$ cat src/rtl/spi_manager_engine.sv
// ---------------------------------------------------------------------------
// spi_manager_engine
//   Single-byte SPI manager. A byte offered on tx_data/tx_valid is accepted in
//   IDLE (tx_ready high). The transfer runs SETUP -> TRANSFER -> HOLD and then
//   returns to IDLE, where the received byte is presented with a one-cycle
//   rx_valid strobe. The SCLK half-period is clock_divider+1 system clocks.
//   cpol, cpha, clock_divider and tx_data are captured at acceptance, so later
//   changes on those inputs do not disturb a transfer that is already running.
//
// Ports
//   clock          system clock, everything runs on its rising edge
//   reset_n        synchronous active-low reset
//   cpol           SCLK idle level
//   cpha           0: sample on leading edge, 1: sample on trailing edge
//   clock_divider  SCLK half-period minus one, in system clocks
//   tx_data        byte to send (MSB first)
//   tx_valid       request to send tx_data
//   tx_ready       high only in IDLE; handshake = tx_valid & tx_ready
//   rx_data        last received byte, held until the next completion
//   rx_valid       one-cycle strobe when rx_data updates
//   busy           high while a transfer is in progress
//   sclk/mosi/miso SPI bus signals
//   cs             active-low chip select
// ---------------------------------------------------------------------------
module spi_manager_engine #(
    parameter int DIVIDER_WIDTH = 16
) (
    input  logic                     clock,
    input  logic                     reset_n,
    input  logic                     cpol,
    input  logic                     cpha,
    input  logic [DIVIDER_WIDTH-1:0] clock_divider,
    input  logic [7:0]               tx_data,
    input  logic                     tx_valid,
    output logic                     tx_ready,
    output logic [7:0]               rx_data,
    output logic                     rx_valid,
    output logic                     busy,
    output logic                     sclk,
    output logic                     mosi,
    input  logic                     miso,
    output logic                     cs
);

    localparam logic [1:0] ST_IDLE     = 2'd0;
    localparam logic [1:0] ST_SETUP    = 2'd1;
    localparam logic [1:0] ST_TRANSFER = 2'd2;
    localparam logic [1:0] ST_HOLD     = 2'd3;

    localparam logic [DIVIDER_WIDTH-1:0] CNT_ONE = {{(DIVIDER_WIDTH-1){1'b0}}, 1'b1};

    logic [1:0]               state_r;
    logic                     cpol_r;
    logic                     cpha_r;
    logic [DIVIDER_WIDTH-1:0] div_r;
    logic [DIVIDER_WIDTH-1:0] cnt_r;
    logic [3:0]               edge_cnt_r;   // SCLK edges already produced (0..15)
    logic [7:0]               tx_sh_r;
    logic [7:0]               rx_sh_r;
    logic                     sclk_r;
    logic                     mosi_r;
    logic                     cs_r;
    logic                     busy_r;
    logic                     tx_ready_r;
    logic                     rx_valid_r;
    logic [7:0]               rx_data_r;

    logic                     half_done_s;
    logic                     lead_s;
    logic                     last_edge_s;
    logic                     edge_s;
    logic                     sample_s;
    logic                     shift_s;

    assign half_done_s = (cnt_r == div_r);
    // The edge about to happen is number edge_cnt_r+1; odd numbers are leading edges.
    assign lead_s      = ~edge_cnt_r[0];
    assign last_edge_s = (edge_cnt_r == 4'd15);

    // Decode which SCLK edge happens this cycle and whether it samples or shifts.
    always_comb begin
        edge_s   = 1'b0;
        sample_s = 1'b0;
        shift_s  = 1'b0;
        if (((state_r == ST_SETUP) || (state_r == ST_TRANSFER)) && half_done_s) begin
            edge_s   = 1'b1;
            sample_s = lead_s ^ cpha_r;
            if (cpha_r) begin
                // First leading edge presents bit 7, later leading edges the rest.
                shift_s = lead_s;
            end else begin
                // Bit 7 was presented at acceptance; the final trailing edge has nothing left.
                shift_s = ~lead_s & ~last_edge_s;
            end
        end else begin
            edge_s   = 1'b0;
            sample_s = 1'b0;
            shift_s  = 1'b0;
        end
    end

    // Transfer sequencer: state, half-period timing, shift registers and all outputs.
    always_ff @(posedge clock) begin
        if (!reset_n) begin
            state_r    <= ST_IDLE;
            cpol_r     <= 1'b0;
            cpha_r     <= 1'b0;
            div_r      <= '0;
            cnt_r      <= '0;
            edge_cnt_r <= 4'd0;
            tx_sh_r    <= 8'h00;
            rx_sh_r    <= 8'h00;
            sclk_r     <= 1'b0;
            mosi_r     <= 1'b0;
            cs_r       <= 1'b1;
            busy_r     <= 1'b0;
            tx_ready_r <= 1'b1;
            rx_valid_r <= 1'b0;
            rx_data_r  <= 8'h00;
        end else begin
            case (state_r)
                ST_IDLE: begin
                    rx_valid_r <= 1'b0;
                    sclk_r     <= cpol;
                    if (tx_valid && tx_ready_r) begin
                        state_r    <= ST_SETUP;
                        cpol_r     <= cpol;
                        cpha_r     <= cpha;
                        div_r      <= clock_divider;
                        cnt_r      <= '0;
                        edge_cnt_r <= 4'd0;
                        rx_sh_r    <= 8'h00;
                        cs_r       <= 1'b0;
                        busy_r     <= 1'b1;
                        tx_ready_r <= 1'b0;
                        if (!cpha) begin
                            mosi_r  <= tx_data[7];
                            tx_sh_r <= {tx_data[6:0], 1'b0};
                        end else begin
                            tx_sh_r <= tx_data;
                        end
                    end else begin
                        cs_r       <= 1'b1;
                        busy_r     <= 1'b0;
                        tx_ready_r <= 1'b1;
                    end
                end
                ST_SETUP, ST_TRANSFER: begin
                    if (edge_s) begin
                        cnt_r      <= '0;
                        sclk_r     <= ~sclk_r;
                        edge_cnt_r <= edge_cnt_r + 4'd1;
                        if (sample_s) begin
                            rx_sh_r <= {rx_sh_r[6:0], miso};
                        end
                        if (shift_s) begin
                            mosi_r  <= tx_sh_r[7];
                            tx_sh_r <= {tx_sh_r[6:0], 1'b0};
                        end
                        if (last_edge_s) begin
                            state_r <= ST_HOLD;
                        end else begin
                            state_r <= ST_TRANSFER;
                        end
                    end else begin
                        cnt_r <= cnt_r + CNT_ONE;
                    end
                end
                ST_HOLD: begin
                    if (half_done_s) begin
                        state_r    <= ST_IDLE;
                        cnt_r      <= '0;
                        cs_r       <= 1'b1;
                        busy_r     <= 1'b0;
                        tx_ready_r <= 1'b1;
                        rx_valid_r <= 1'b1;
                        rx_data_r  <= rx_sh_r;
                        sclk_r     <= cpol_r;
                    end else begin
                        cnt_r <= cnt_r + CNT_ONE;
                    end
                end
                default: begin
                    state_r    <= ST_IDLE;
                    cs_r       <= 1'b1;
                    busy_r     <= 1'b0;
                    tx_ready_r <= 1'b1;
                    rx_valid_r <= 1'b0;
                end
            endcase
        end
    end

    assign tx_ready = tx_ready_r;
    assign rx_data  = rx_data_r;
    assign rx_valid = rx_valid_r;
    assign busy     = busy_r;
    assign sclk     = sclk_r;
    assign mosi     = mosi_r;
    assign cs       = cs_r;

endmodule

$ cat config.mk
export PLATFORM = sky130hd
export DESIGN_NAME = spi_manager_engine
export DESIGN_NICKNAME = d
export VERILOG_FILES = /design/src/rtl/spi_manager_engine.sv
export SDC_FILE = /design/constraint.sdc
export NUM_CORES = 1
export LEC_CHECK = 0
export CAP_MARGIN = 10
export CORE_AREA = 2 2 83 85
export CTS_BUF_LIST = sky130_fd_sc_hd__clkbuf_16
export DETAILED_ROUTE_END_ITERATION = 6
export DIE_AREA = 0 0 85 87
export GPL_TIMING_DRIVEN = 0
export HOLD_SLACK_MARGIN = 0.03
export MAX_ROUTING_LAYER = met4
export PLACE_DENSITY = 0.77
export SETUP_SLACK_MARGIN = 0.05
export SLEW_MARGIN = 25
export SYNTH_ARGS = -nofsm -noshare
export SYNTH_HDL_FRONTEND = slang
export SYNTH_SLANG_ARGS = --single-unit
export TNS_END_PERCENT = 100
$ cat constraint.sdc
create_clock -name clock -period 2.31 [get_ports clock]
set_input_delay 0.462 -clock clock [delete_from_list [all_inputs] [get_ports clock]]
set_output_delay 0.462 -clock clock [all_outputs]
set_load 0.005 [all_outputs]
==> metrics.txt <==
asr flop ratio synth=0; PortBufs=42; crit path kind=register to register; synth top area cells=dfxtp_1 (40%), nand2_1 (9.2%), mux2i_1 (7.0%), a21oi_1 (5.2%), nand3_1 (4.2%); Setup TNS Final=0 ns; Avg WL per Cell=16.6 µm; Post-Syn Area=3450 µm²; TritonCTS buffer count=9; H-tree depth=3; Max Clk Rate=0.459 GHz; area leader, netlist=dfxtp_1; first-pass GRT wire length=15000 µm; worst-path maximum fanout=10; initial antenna violation count=0; reg2reg end=cnt_r[5]$_SDFFE_PN0P_; Post-Synth Adder-Cell Area=0.0145; xor and xnor area share after synthesis=0.0406; worst vdd ir=0.000788 V; Die W=85 µm; Worst R2R Path Depth=8; CTS tree=yes; simple-gate share of the synthesized area=0.262; Setup WS post-layout=0.133 ns; headroom to the max-slew limit=0.554; die area=7400 µm²; final-report hold violation count=0; Final Cycle Share=0.942; Finished Layout Cells=551; CTS max path bufs=2; Least-Margin Pin Slew=0.661 ns; slowest library cell on the worst path=or4_1; Data required, critical path=2.57 ns; CP Data Arrival Time=2.44 ns; Compound-Gate Fraction of Synth Area=0.166; most frequently used flop master after synthesis=dfxtp_1; largest net degree at the start of global routing=13; Max-cap violations=0; Hold Crit Class=register to register; Post-synth EDFFs=0; Inst Count DP=536; Final Critical Period=2.18 ns; Reg2Reg Launch Point=state_r[0]$_SDFFE_PN0P_; final hold slack=0.461 ns; total power=4.92 mW; layout cells sized above 1=0.0892; number of distinct library cells after synthesis=47; Die H=87 µm; Tot GR Track Use=0.262; Crit. End Element=register; Final Wtd Congestion=0.864; final setup vio count=0; post-synth top area share=0.400; drc violations=0; Antenna diodes=0; gr ovfl total=0; FF-to-FF setup slack=0.13 ns; cell count of the worst hold path=2; cell count after synthesis=414; most common cell in the netlist=nand2_1; syn_nets=448; core area=6570 µm²; Post-DRT Antenna Nets=0; max-slew violation count=0; Setup crit end=cnt_r[5]$_SDFFE_PN0P_; Clock Latency Late Sink=0.34 ns; routed vias=3315; initial core utilization=0.525; mux contribution to synthesized area=0.0696; PD cells=1130 nW/µm²; Layout area overhead=25.7%; clk sinks=69; Worst-path clk slew=0.06 ns; Post-Place Cell Area=3970 µm²; drt first pass iters=5; status=finished, final reports clean; static leakage=1.58 nW; register area share after synthesis=0.400; via/cell ratio=6.02; top post-synthesis cells by count=nand2_1 (85), dfxtp_1 (69), a21oi_1 (36); Seq cells post-synth=69; unrepaired setup endpoints after global routing=no; Critical Path, Cell by Cell=inv_1 > ha_2 > inv_2 > nand2_2 > nand2_2 > clkbuf_4 > or4_1 > a31oi_1; Core Rows=30; clock skew=0.00714 ns; syn_area_per_cell=8.33 µm²; largest family of logic cells by synthesized area=simple AND/OR/NAND/NOR gates; CP peak stage delay=0.51 ns; CTS root buffer=clkbuf_16; Nets=500; most used cell along the critical path=nand2_2; routed wire length=9130 µm; number of global-route vias before repair=3284; Place WS=-0.351 ns; critical path launch point type=register; Synth warnings=0; I/O pin total=44; CTS Hold Bufs=0; Final Instance Area=4340 µm²; Detail Placement HPWL=6390 µm; DR iter-0 viols=217; Setup crit start=state_r[0]$_SDFFE_PN0P_; Layout Utilization=0.660
==> area by class of cell <==
type | instances | area, µm²
inverters | 8 | 30.0
plain buffers | 27 | 131
well taps | 80 | 100
repair buffers | 43 | 440
flip-flops and latches | 69 | 1380
fillers | 568 | 2230
multi-input cells | 308 | 1940
clock inverters | 7 | 90.1
clock buffers | 9 | 225
==> how the worst min path moves through the flow <==
| stage | slack (ns) | start | to |
|---|---|---|---|
| floorplan | 0.43 | rx_sh_r[7]$_SDFFE_PN0P_ | rx_sh_r[7]$_SDFFE_PN0P_ |
| global route | 0.47 | rx_sh_r[7]$_SDFFE_PN0P_ | rx_sh_r[7]$_SDFFE_PN0P_ |
| detailed placement | 0.45 | rx_sh_r[7]$_SDFFE_PN0P_ | rx_sh_r[7]$_SDFFE_PN0P_ |
| global placement | 0.45 | rx_sh_r[7]$_SDFFE_PN0P_ | rx_sh_r[7]$_SDFFE_PN0P_ |
| CTS | 0.46 | rx_sh_r[7]$_SDFFE_PN0P_ | rx_sh_r[7]$_SDFFE_PN0P_ |
| finish | 0.46 | rx_sh_r[7]$_SDFFE_PN0P_ | rx_sh_r[7]$_SDFFE_PN0P_ |
==> per-layer routing <==
layer / up-vias / global-route usage / part of all wire
met5: - / - / 0
met4: 0 / 0.136 / 0.024
met3: 26 / 0.0559 / 0.063
met2: 122 / 0.438 / 0.49
met1: 1557 / 0.296 / 0.42
li1: 1610 / - / -
==> registers in the layout (all words and copies together), names as in the netlist, 2 cells and up <==
register and flops:
tx_sh_r 8, state_r 2, rx_data 8, div_r 16
cnt_r 16, edge_cnt_r 4, rx_sh_r 8
==> critical path, delay by kind of cell (launching register included) <==
family | cells | cell delay, ns
flops | 1 | 0.37
buf+inv | 3 | 0.41
compound gates | 1 | 0.19
fa+ha+maj | 1 | 0.40
simple gates | 3 | 0.73
==> timing repair <==
| action | CTS | global route |
|---|---|---|
| pin swaps | 1 | 3 |
| endpoints found under the setup margin | 30 | 32 |
| buffers inserted | 0 | 1 |
| resized for setup | 6 | 13 |
| hold endpoints to repair | 0 | 0 |
==> power breakdown <==
part           internal (mW)  switching, mW  total (mW)
Clock                  0.939          0.536        1.47
Combinational          0.732           1.23        1.97
Sequential              1.35          0.122        1.47
==> logic make-up (layout without fill, tap and decap cells) <==
logic type | count (synthesis) | count (layout)
AO/OA/AOI/OAI | 89 | 89
XOR/XNOR | 16 | 16
adder cells (fa/ha/maj) | 4 | 4
buffers and inverters | 37 | 94
flip-flops | 69 | 69
multiplexers | 24 | 24
AND/OR/NAND/NOR | 175 | 175
==> layout by cell type, fill, tap and decap left out, drive strengths merged, types with 2 or more instances in the layout <==
cell type,count
or4b,2
xor2,16
nand4b,4
o41ai,2
clkbuf,28
nand4,14
nor2b,3
or4,12
nor4,7
clkinv,4
clkdlybuf4s50,42
a31oi,14
nor2,9
a21oi,37
nor3,2
and3,2
dfxtp,69
o211ai,10
o21ai,12
buf,9
o31ai,3
nand3,29
inv,8
bufinv,2
ha,4
nand2,85
a211oi,3
mux2i,24
or3,2
Note: power is estimated with default switching activity, not from simulation.
